--- config.mk ---
export PLATFORM = sky130hd
export DESIGN_NAME = dm_bus_master_flat
export DESIGN_NICKNAME = d
export VERILOG_FILES = /design/src/rtl/dm_bus_master_if.sv /design/src/rtl/dm_bus_master.sv /design/src/flat_wrapper.sv
export SDC_FILE = /design/constraint.sdc
export NUM_CORES = 1
export LEC_CHECK = 0
export CAP_MARGIN = 25
export CORE_UTILIZATION = 36
export CTS_CLUSTER_DIAMETER = 40
export DETAILED_ROUTE_END_ITERATION = 16
export PLACE_DENSITY = 0.7
export RECOVER_POWER = 50
export SLEW_MARGIN = 10
export SYNTH_ARGS = -nofsm -noshare
export SYNTH_HDL_FRONTEND = slang
export SYNTH_SLANG_ARGS = --single-unit
--- constraint.sdc ---
create_clock -name clk -period 3 [get_ports clk]
set_input_delay 0.45 -clock clk [delete_from_list [all_inputs] [get_ports clk]]
set_output_delay 0.45 -clock clk [all_outputs]
set_load 0.02 [all_outputs]
--- src/rtl/dm_bus_master_if.sv ---
// dm_bus_master_if: command, write-data, read-response and memory-bus signals of dm_bus_master.
// The master modport is the bus initiator's view; the slave modport is the command source and peripheral side.
interface dm_bus_master_if;
    logic        cmd_valid;
    logic        cmd_ready;
    logic        cmd_write;
    logic [31:0] cmd_addr;
    logic [2:0]  cmd_op;
    logic [7:0]  cmd_len;
    logic        wd_valid;
    logic        wd_ready;
    logic [31:0] wd_data;
    logic        rsp_valid;
    logic        rsp_ready;
    logic [31:0] rsp_data;
    logic        rsp_last;
    logic        err;
    logic        busy;
    logic        dm_w;
    logic        dm_r;
    logic [31:0] addr;
    logic [31:0] wdata;
    logic [2:0]  dm_op;
    logic [31:0] rdata;
    modport master (
        input  cmd_valid, cmd_write, cmd_addr, cmd_op, cmd_len, wd_valid, wd_data, rsp_ready, rdata,
        output cmd_ready, wd_ready, rsp_valid, rsp_data, rsp_last, err, busy, dm_w, dm_r, addr, wdata, dm_op
    );
    modport slave (
        output cmd_valid, cmd_write, cmd_addr, cmd_op, cmd_len, wd_valid, wd_data, rsp_ready, rdata,
        input  cmd_ready, wd_ready, rsp_valid, rsp_data, rsp_last, err, busy, dm_w, dm_r, addr, wdata, dm_op
    );
endinterface

--- src/rtl/dm_bus_master.sv ---
// dm_bus_master: single/burst bus initiator issuing one dm_w/dm_r beat per transfer over valid/ready channels.
// Every beat takes at least two clocks so the peripheral's negedge write sample and combinational read settle.
module dm_bus_master #(
    parameter logic [11:0] FIX_HI    = 12'hbf8,
    parameter logic [31:0] ADDR_STEP = 32'd4
) (
    input logic clk,
    input logic rst,
    dm_bus_master_if.master bus
);
    localparam logic [2:0] DM_OP_WD = 3'd0;
    localparam logic [2:0] DM_OP_BS = 3'd1;
    localparam logic [2:0] DM_OP_BZ = 3'd2;
    localparam logic [2:0] DM_OP_HS = 3'd3;
    localparam logic [2:0] DM_OP_HZ = 3'd4;
    localparam logic [2:0] DM_OP_SB = 3'd5;
    localparam logic [2:0] DM_OP_SH = 3'd6;

    typedef enum logic [2:0] {IDLE, WR_WAIT, WR_BEAT, RD_BEAT, RD_RSP} state_t;

    state_t      state, state_nx;
    logic [7:0]  count;
    logic        op_ok;
    logic        take;
    logic        rsp_hs;
    logic        advance;
    logic [31:0] addr_nx;

    assign op_ok   = bus.cmd_write ? (bus.cmd_op inside {DM_OP_WD, DM_OP_SB, DM_OP_SH})
                                   : (bus.cmd_op inside {DM_OP_BS, DM_OP_BZ, DM_OP_HS, DM_OP_HZ, DM_OP_WD});
    assign take    = state == IDLE && bus.cmd_valid;
    assign rsp_hs  = state == RD_RSP && bus.rsp_ready;
    // GPIO-region bursts keep hammering the same register instead of walking the address
    assign addr_nx = bus.addr[31:20] == FIX_HI ? bus.addr : bus.addr + ADDR_STEP;
    assign advance = (state == WR_BEAT && count != 8'd0) || (rsp_hs && !bus.rsp_last);

    always_ff @(posedge clk or negedge rst)
        if (!rst) state <= IDLE;
        else state <= state_nx;

    always_comb begin
        state_nx = state;
        case (state)
            IDLE:    if (take && op_ok) state_nx = bus.cmd_write ? WR_WAIT : RD_BEAT;
            WR_WAIT: if (bus.wd_valid) state_nx = WR_BEAT;
            WR_BEAT: state_nx = count == 8'd0 ? IDLE : WR_WAIT;
            RD_BEAT: state_nx = RD_RSP;
            RD_RSP:  if (rsp_hs) state_nx = bus.rsp_last ? IDLE : RD_BEAT;
            default: state_nx = IDLE;
        endcase
    end

    // cmd_ready is gated by rst because the async reset parks the state in IDLE
    always_comb begin
        bus.cmd_ready = rst && state == IDLE;
        bus.wd_ready  = state == WR_WAIT;
        bus.dm_w      = state == WR_BEAT;
        bus.dm_r      = state == RD_BEAT;
        bus.rsp_valid = state == RD_RSP;
        bus.busy      = state != IDLE;
    end

    always_ff @(posedge clk or negedge rst)
        if (!rst) begin
            bus.addr     <= '0;
            bus.wdata    <= '0;
            bus.dm_op    <= '0;
            bus.rsp_data <= '0;
            bus.rsp_last <= 1'b0;
            bus.err      <= 1'b0;
            count        <= '0;
        end else begin
            bus.err <= take && !op_ok;
            if (take && op_ok) begin
                bus.addr  <= bus.cmd_addr;
                bus.dm_op <= bus.cmd_op;
                count     <= bus.cmd_len;
            end
            if (state == WR_WAIT && bus.wd_valid) bus.wdata <= bus.wd_data;
            if (state == RD_BEAT) begin
                bus.rsp_data <= bus.rdata;
                bus.rsp_last <= count == 8'd0;
            end
            if (advance) begin
                bus.addr <= addr_nx;
                count    <= count - 8'd1;
            end
        end
endmodule

--- src/flat_wrapper.sv ---
// flat-port wrapper written by rule: the top's interface ports become plain ports
module dm_bus_master_flat 
#(
    parameter logic [11:0] FIX_HI    = 12'hbf8,
    parameter logic [31:0] ADDR_STEP = 32'd4
)
  (clk, rst, bus_cmd_valid, bus_cmd_write, bus_cmd_addr, bus_cmd_op, bus_cmd_len, bus_wd_valid, bus_wd_data, bus_rsp_ready, bus_rdata, bus_cmd_ready, bus_wd_ready, bus_rsp_valid, bus_rsp_data, bus_rsp_last, bus_err, bus_busy, bus_dm_w, bus_dm_r, bus_addr, bus_wdata, bus_dm_op);
  dm_bus_master_if bus_i ();
  input logic clk;
  input logic rst;
  input wire logic [$bits(bus_i.cmd_valid)-1:0] bus_cmd_valid;
  input wire logic [$bits(bus_i.cmd_write)-1:0] bus_cmd_write;
  input wire logic [$bits(bus_i.cmd_addr)-1:0] bus_cmd_addr;
  input wire logic [$bits(bus_i.cmd_op)-1:0] bus_cmd_op;
  input wire logic [$bits(bus_i.cmd_len)-1:0] bus_cmd_len;
  input wire logic [$bits(bus_i.wd_valid)-1:0] bus_wd_valid;
  input wire logic [$bits(bus_i.wd_data)-1:0] bus_wd_data;
  input wire logic [$bits(bus_i.rsp_ready)-1:0] bus_rsp_ready;
  input wire logic [$bits(bus_i.rdata)-1:0] bus_rdata;
  output wire logic [$bits(bus_i.cmd_ready)-1:0] bus_cmd_ready;
  output wire logic [$bits(bus_i.wd_ready)-1:0] bus_wd_ready;
  output wire logic [$bits(bus_i.rsp_valid)-1:0] bus_rsp_valid;
  output wire logic [$bits(bus_i.rsp_data)-1:0] bus_rsp_data;
  output wire logic [$bits(bus_i.rsp_last)-1:0] bus_rsp_last;
  output wire logic [$bits(bus_i.err)-1:0] bus_err;
  output wire logic [$bits(bus_i.busy)-1:0] bus_busy;
  output wire logic [$bits(bus_i.dm_w)-1:0] bus_dm_w;
  output wire logic [$bits(bus_i.dm_r)-1:0] bus_dm_r;
  output wire logic [$bits(bus_i.addr)-1:0] bus_addr;
  output wire logic [$bits(bus_i.wdata)-1:0] bus_wdata;
  output wire logic [$bits(bus_i.dm_op)-1:0] bus_dm_op;
  assign bus_i.cmd_valid = bus_cmd_valid;
  assign bus_i.cmd_write = bus_cmd_write;
  assign bus_i.cmd_addr = bus_cmd_addr;
  assign bus_i.cmd_op = bus_cmd_op;
  assign bus_i.cmd_len = bus_cmd_len;
  assign bus_i.wd_valid = bus_wd_valid;
  assign bus_i.wd_data = bus_wd_data;
  assign bus_i.rsp_ready = bus_rsp_ready;
  assign bus_i.rdata = bus_rdata;
  assign bus_cmd_ready = bus_i.cmd_ready;
  assign bus_wd_ready = bus_i.wd_ready;
  assign bus_rsp_valid = bus_i.rsp_valid;
  assign bus_rsp_data = bus_i.rsp_data;
  assign bus_rsp_last = bus_i.rsp_last;
  assign bus_err = bus_i.err;
  assign bus_busy = bus_i.busy;
  assign bus_dm_w = bus_i.dm_w;
  assign bus_dm_r = bus_i.dm_r;
  assign bus_addr = bus_i.addr;
  assign bus_wdata = bus_i.wdata;
  assign bus_dm_op = bus_i.dm_op;
  dm_bus_master #(.FIX_HI(FIX_HI), .ADDR_STEP(ADDR_STEP)) u_core (.clk(clk), .rst(rst), .bus(bus_i));
endmodule
==> metrics.txt, run 1 <==
Setup TNS 0 ns; Total Wirelength 16,400 µm; worst vdd ir 574 µV; WP buf/inv 1; WS Path Type reg2reg; DRT antenna net count 0; Synth Cell Area 5400 µm²; top-count cell post-synth dfrtp_1; Final #Nets 812; clk sink count 112; initial antenna violation count 0; global-route usage over all layers 21.5%; Core Util, Final 55.8%; Max Root-Sink Buffers 2; crit-path cells or4_1 > o21ai_4 > buf_4 > nand2_2 > a211o_1 > a22oi_1; Die H 124 µm; drt drc 0; clock skew 0.0103 ns; CTS Buf Count 9; die width 124 µm; clk_lat worst skew 0.36 ns; I/O Pins 220; routing usage on met1 26.1%; WP data required 3.26 ns; core footprint 14,600 µm²; grt total ovfl 0; GR Layer Usage met3 6.70%; placed inst area 7830 µm²; WL/cell 18.5 µm; Synth Register Bits 112; top-area cell type share of the netlist area 51.9%; Internal Pwr Total 5480 µW; fill count 1,224; Synth Flop Type dfrtp_1; fin crit share 89.3%; Placement Rows 44; startpoint types flop; CTS tree yes; Top Family by Delay on Critical Path simple AND/OR/NAND/NOR gates; part of the power in registers 31.5%; Post-synth EDFFs 0; Area contributors post-synth dfrtp_1 (52%), mux2_2 (14%), a2bb2oi_1 (3.1%); Initial Util 37.0%; WP data arrival 2.94 ns; crit end category flop; clock network power share 13.6%; Finished Cell Area 8150 µm²; post-placement cell count 868; drt initial violations 435; Worst path slowest cell or4_1; Final Hold Viols 0; synth cell count leaders dfrtp_1 (112), mux2_2 (65), nand2_1 (30), o21ai_0 (22), clkbuf_1 (21); PortBufs 219; Synth-to-Final Area Change 50.9%; routed vias/inst 5.62; largest net degree at the start of global routing 54; DR pass1 iterations 5; Synth warnings 0; Worst Setup SP u_core.count[3]; crit path max fanout 36; met2 usage 35.3%; Pwr Density 1140 nW/µm²; actual slew at the worst max-slew pin 1.33 ns; setup violators final 0; fin cells 885; global-route wire length before repair 26,600 µm; distinct cell type count after synthesis 58; Slew Limit Fails 0; status finished clean; Max Clk Rate 373 MHz; vias in the first global route 5,171; n_diodes 0; Comb pwr share 54.9%; Die Footprint 15,500 µm²; detailed-route via count 4,975; slowest stage delay, CP 0.69 ns; Max-Cap Viols 0; Worst-path clk slew 0.07 ns; Post-DP HPWL 11,900 µm; Avg Inst Size Synth 11.2 µm²; Final WS setup 0.321 ns; Syn Nets 596; GP Congestion 0.857; Final Critical Period 2.68 ns; sequential fraction of the synthesis area 51.9%; hold crit path type in2async; Worst R2R Start u_core.count[3]; RSZ-0062 raised after global routing no; Placement Setup Slack 0.220 ns; share of cells above drive strength 1 15.5%; root buffer selected by CTS clkbuf_16; Post-Synthesis Cells 480; Net Sw Frac 40.9%; Net Switching 3800 µW; Slew headroom 11.2%; GRT Max-Usage Layer met2; Synth async-reset ratio 100%; Leak 0.00322 µW; htree depth 3; # resized after CTS 0; Synth area leader dfrtp_1
## per-layer routing
metal,vias up,wire length [µm]
li1,2271,-
met1,2441,6590
met2,241,7950
met3,22,1490
met4,0,342
met5,-,0
## worst paths after layout
check / depth (start not counted) / end / slack [ns]
max reg2reg: 6 / u_core.bus.addr[6] / 0.32
max: 6 / u_core.bus.addr[6] / 0.32
min in group clk: 2 / u_core.bus.dm_op[2] / 0.48
min: 2 / u_core.bus.addr[10] / 0.48
max in group asynchronous: 3 / u_core.bus.addr[28] / 1.00
min reg2reg: 2 / u_core.bus.dm_op[2] / 0.48
## layout make-up
type | count | area [µm²] | share of cell area (%)
clock buffers | 11 | 253 | 3.10
clock inverters | 5 | 61.3 | 0.753
inverters | 13 | 48.8 | 0.599
multi-input cells | 321 | 2420 | 29.7
flip-flops and latches | 112 | 2800 | 34.4
well taps | 184 | 230 | 2.83
repair buffers | 239 | 2330 | 28.6
## cells by family after synthesis
family,count (synthesis),share of synthesized area (%)
AOI/OAI and AO/OA,131,18.0
xor gates and xnor gates,1,0.162
adders and majority gates,3,0.695
buffers and inverters,47,3.50
DFF,112,51.9
muxes,66,13.8
and+or+nand+nor,120,12.0
## metrics by stage
step | power (µW) | hold WS [ns]
floorplan | 5770 | 0.154
global placement | 7910 | 0.294
detailed placement | 8070 | 0.299
CTS | 9380 | 0.471
global route | 9810 | 0.498
finish | 9270 | 0.475
## flip-flops by register name (all words and copies together), names as in the netlist
name and flops:
u_core.count 8, u_core.bus.err 1, u_core.bus.rsp_data 32, u_core.state 3
u_core.bus.addr 32, u_core.bus.wdata 32, u_core.bus.rsp_last 1, u_core.bus.dm_op 3
## power groups by stage
stage / sequential (µW) / clock, µW / combinational [µW]
after floorplan: 3630 / 0 / 2140
after global placement: 2880 / 0 / 5030
after detailed placement: 2940 / 0 / 5140
after CTS: 2920 / 1300 / 5160
after global routing: 3040 / 1350 / 5420
final: 2920 / 1260 / 5090
## placed cells by master, fill, tap and decap left out, types with 6 or more instances in the layout
master / synthesis / layout
clkdlybuf4s50_1: 0 / 205
dfrtp_1: 112 / 112
mux2_2: 65 / 65
nand2_1: 30 / 30
o21ai_0: 22 / 22
a2bb2oi_1: 19 / 19
nand3_1: 18 / 18
buf_4: 0 / 16
dlygate4sd3_1: 0 / 14
inv_1: 13 / 13
nor2_1: 12 / 12
nor3_1: 12 / 12
o22ai_1: 11 / 11
o211ai_1: 11 / 11
a21oi_1: 10 / 10
a211oi_1: 9 / 9
a32oi_1: 9 / 9
clkbuf_16: 0 / 9
nor4_1: 8 / 8
nand4_1: 7 / 7
and2_1: 7 / 6
o2111ai_1: 6 / 6
## timing repair
item | 4_1_cts | 5_1_grt
hold buffers | 1 | 0
buffers inserted | 0 | 0
endpoints found under the hold margin | 8 | 0
## worst register-to-register path: stages, from the launching register on
cell,delay [ns]
dfrtp_1,0.46
or4_1,0.69
o21ai_4,0.21
buf_4,0.25
nand2_2,0.43
a211o_1,0.41
a22oi_1,0.15
(Power assumes the default switching activity.)
==> inputs of run 2 (changes only) <==
- CTS_BUF_LIST: default -> sky130_fd_sc_hd__clkbuf_16
- GPL_TIMING_DRIVEN: default -> 0
- TNS_END_PERCENT: default -> 50
==> metrics.txt, run 2 (same netlist as run 1, synthesis figures left out) <==
Max Root-Sink Buffers 2; Pwr Density 1130 nW/µm²; WP buf/inv 3; CTS tree yes; PortBufs 219; worst vdd ir 497 µV; Post-DP HPWL 12,400 µm; routed vias/inst 5.60; Max-Cap Viols 1; drt initial violations 321; Top Family by Delay on Critical Path compound AO/OA/AOI/OAI gates; Largest regs u_core.bus.addr x32, u_core.bus.rsp_data x32, u_core.bus.wdata x32; Placement Rows 44; largest net degree at the start of global routing 66; Multi-input gate area 2410 µm²; total power 9170 µW; root buffer selected by CTS clkbuf_16; WP data required 3.27 ns; die width 124 µm; Worst path slowest cell a31oi_1; global-route wire length before repair 27,300 µm; slowest stage delay, CP 0.73 ns; most frequent cells in the layout clkdlybuf4s50_1 (174), dfrtp_1 (112), mux2_2 (65); Total Wirelength 16,800 µm; initial antenna violation count 0; htree depth 3; Leak 0.00320 µW; crit end category flop; Slew headroom -7.52%; WL/cell 18.6 µm; DR pass1 iterations 5; part of the power in registers 31.2%; vias in the first global route 5,257; detailed-route via count 5,037; fill count 1,244; global-route usage over all layers 22.1%; Final #Nets 827; R2R setup slack 0.19 ns; clk_lat worst skew 0.36 ns; n_diodes 0; hold crit path type in2async; Final Hold Viols 0; Reg-to-Reg End u_core.count[1]; commonest non-fill, non-tap cell in the layout clkdlybuf4s50_1; crit-path cells buf_2 > nor3_1 > inv_1 > a31oi_1 > clkbuf_1 > nor2_1 > o221ai_1; Slew Limit Fails 66; hold_buf cts 0; clock skew 0.00655 ns; GP Congestion 0.894; failing checks capacitance limit, slew limit; clock network power share 12.5%; Comb pwr share 56.3%; I/O Pins 220; Worst R2R Start u_core.state[1]; Initial Util 37.0%; CTS Buf Count 9; crit path max fanout 10; fin crit share 93.6%; Die H 124 µm; RSZ-0062 raised after global routing no; Reg area 2800 µm²; share of cells above drive strength 1 13.7%; Net Switching 3890 µW; grt total ovfl 0; Max Clk Rate 356 MHz; Worst-path clk slew 0.08 ns; DRT antenna net count 0; drt drc 0; WP data arrival 3.07 ns; Internal Pwr Total 5270 µW; Setup TNS 0 ns; WS Path Type reg2reg; Die Footprint 15,500 µm²; clk sink count 112; startpoint types flop; core footprint 14,600 µm²; Final Critical Period 2.81 ns; Net Sw Frac 42.5%; status finished with violations; setup violators final 0; Synth-to-Final Area Change 50.1%; Reg2Reg Depth 7; actual slew at the worst max-slew pin 1.61 ns
==> run 2: worst register-to-register path: stages, from the launching register on <==
cell      delay, ns
dfrtp_1        0.38
buf_2          0.18
nor3_1         0.31
inv_1          0.12
a31oi_1        0.73
clkbuf_1       0.52
nor2_1         0.24
o221ai_1       0.24
==> run 2: worst max-delay path by stage <==
stage	start	end	depth (start not counted)
2_1_floorplan	u_core.bus.addr[3]	u_core.bus.addr[30]	7
3_3_place_gp	rst	bus_cmd_ready	3
3_5_place_dp	bus_cmd_write	u_core.count[1]	7
4_1_cts	u_core.bus.addr[2]	u_core.bus.addr[24]	7
5_1_grt	u_core.state[1]	u_core.count[1]	7
6_report	u_core.state[1]	u_core.count[1]	7
==> run 2: through the flow <==
stage                     std cells  utilization, %  worst slack [ns]  cell area (µm²)  hold slack, ns
after floorplan                 480               -             0.773             5400           0.154
after global placement          883            53.6             -3.17             7820           0.464
after detailed placement        884            53.8            -0.113             7850           0.425
after CTS                       900            55.7             0.131             8120          0.0353
after global routing            900            55.5            0.0347             8100          0.0383
final                           900            55.5             0.192             8100         0.00421
==> run 2: routing by layer <==
layer / wire length [µm] / track usage (%) / up-vias
met4: 591 / 11.0 / 0
met5: 0 / 0 / -
li1: - / - / 2298
met3: 1560 / 6.44 / 44
met2: 7620 / 34.2 / 265
met1: 7020 / 28.2 / 2430
==> run 2: what timing repair did <==
item,in CTS,in global routing
gates resized for setup,0,1
hold endpoints to repair,0,0
endpoints found under the setup margin,0,4
setup buffers,0,0
==> run 2: area by class of cell <==
type	instances	area share, %
multi-input cells	321	29.8
well taps	184	2.84
inverters	13	0.602
plain buffers	34	1.73
clock buffers	9	2.78
repair buffers	220	27.1
flip-flops and latches	112	34.6
clock inverters	7	0.571
==> run 2: power groups by stage <==
stage               registers (µW)  clock network (µW)  logic [µW]
floorplan                     3630                   0        2140
global placement              2850                   0        5160
detailed placement            2890                   0        5250
CTS                           2870                1190        5270
global route                  2980                1240        5490
finish                        2860                1140        5160
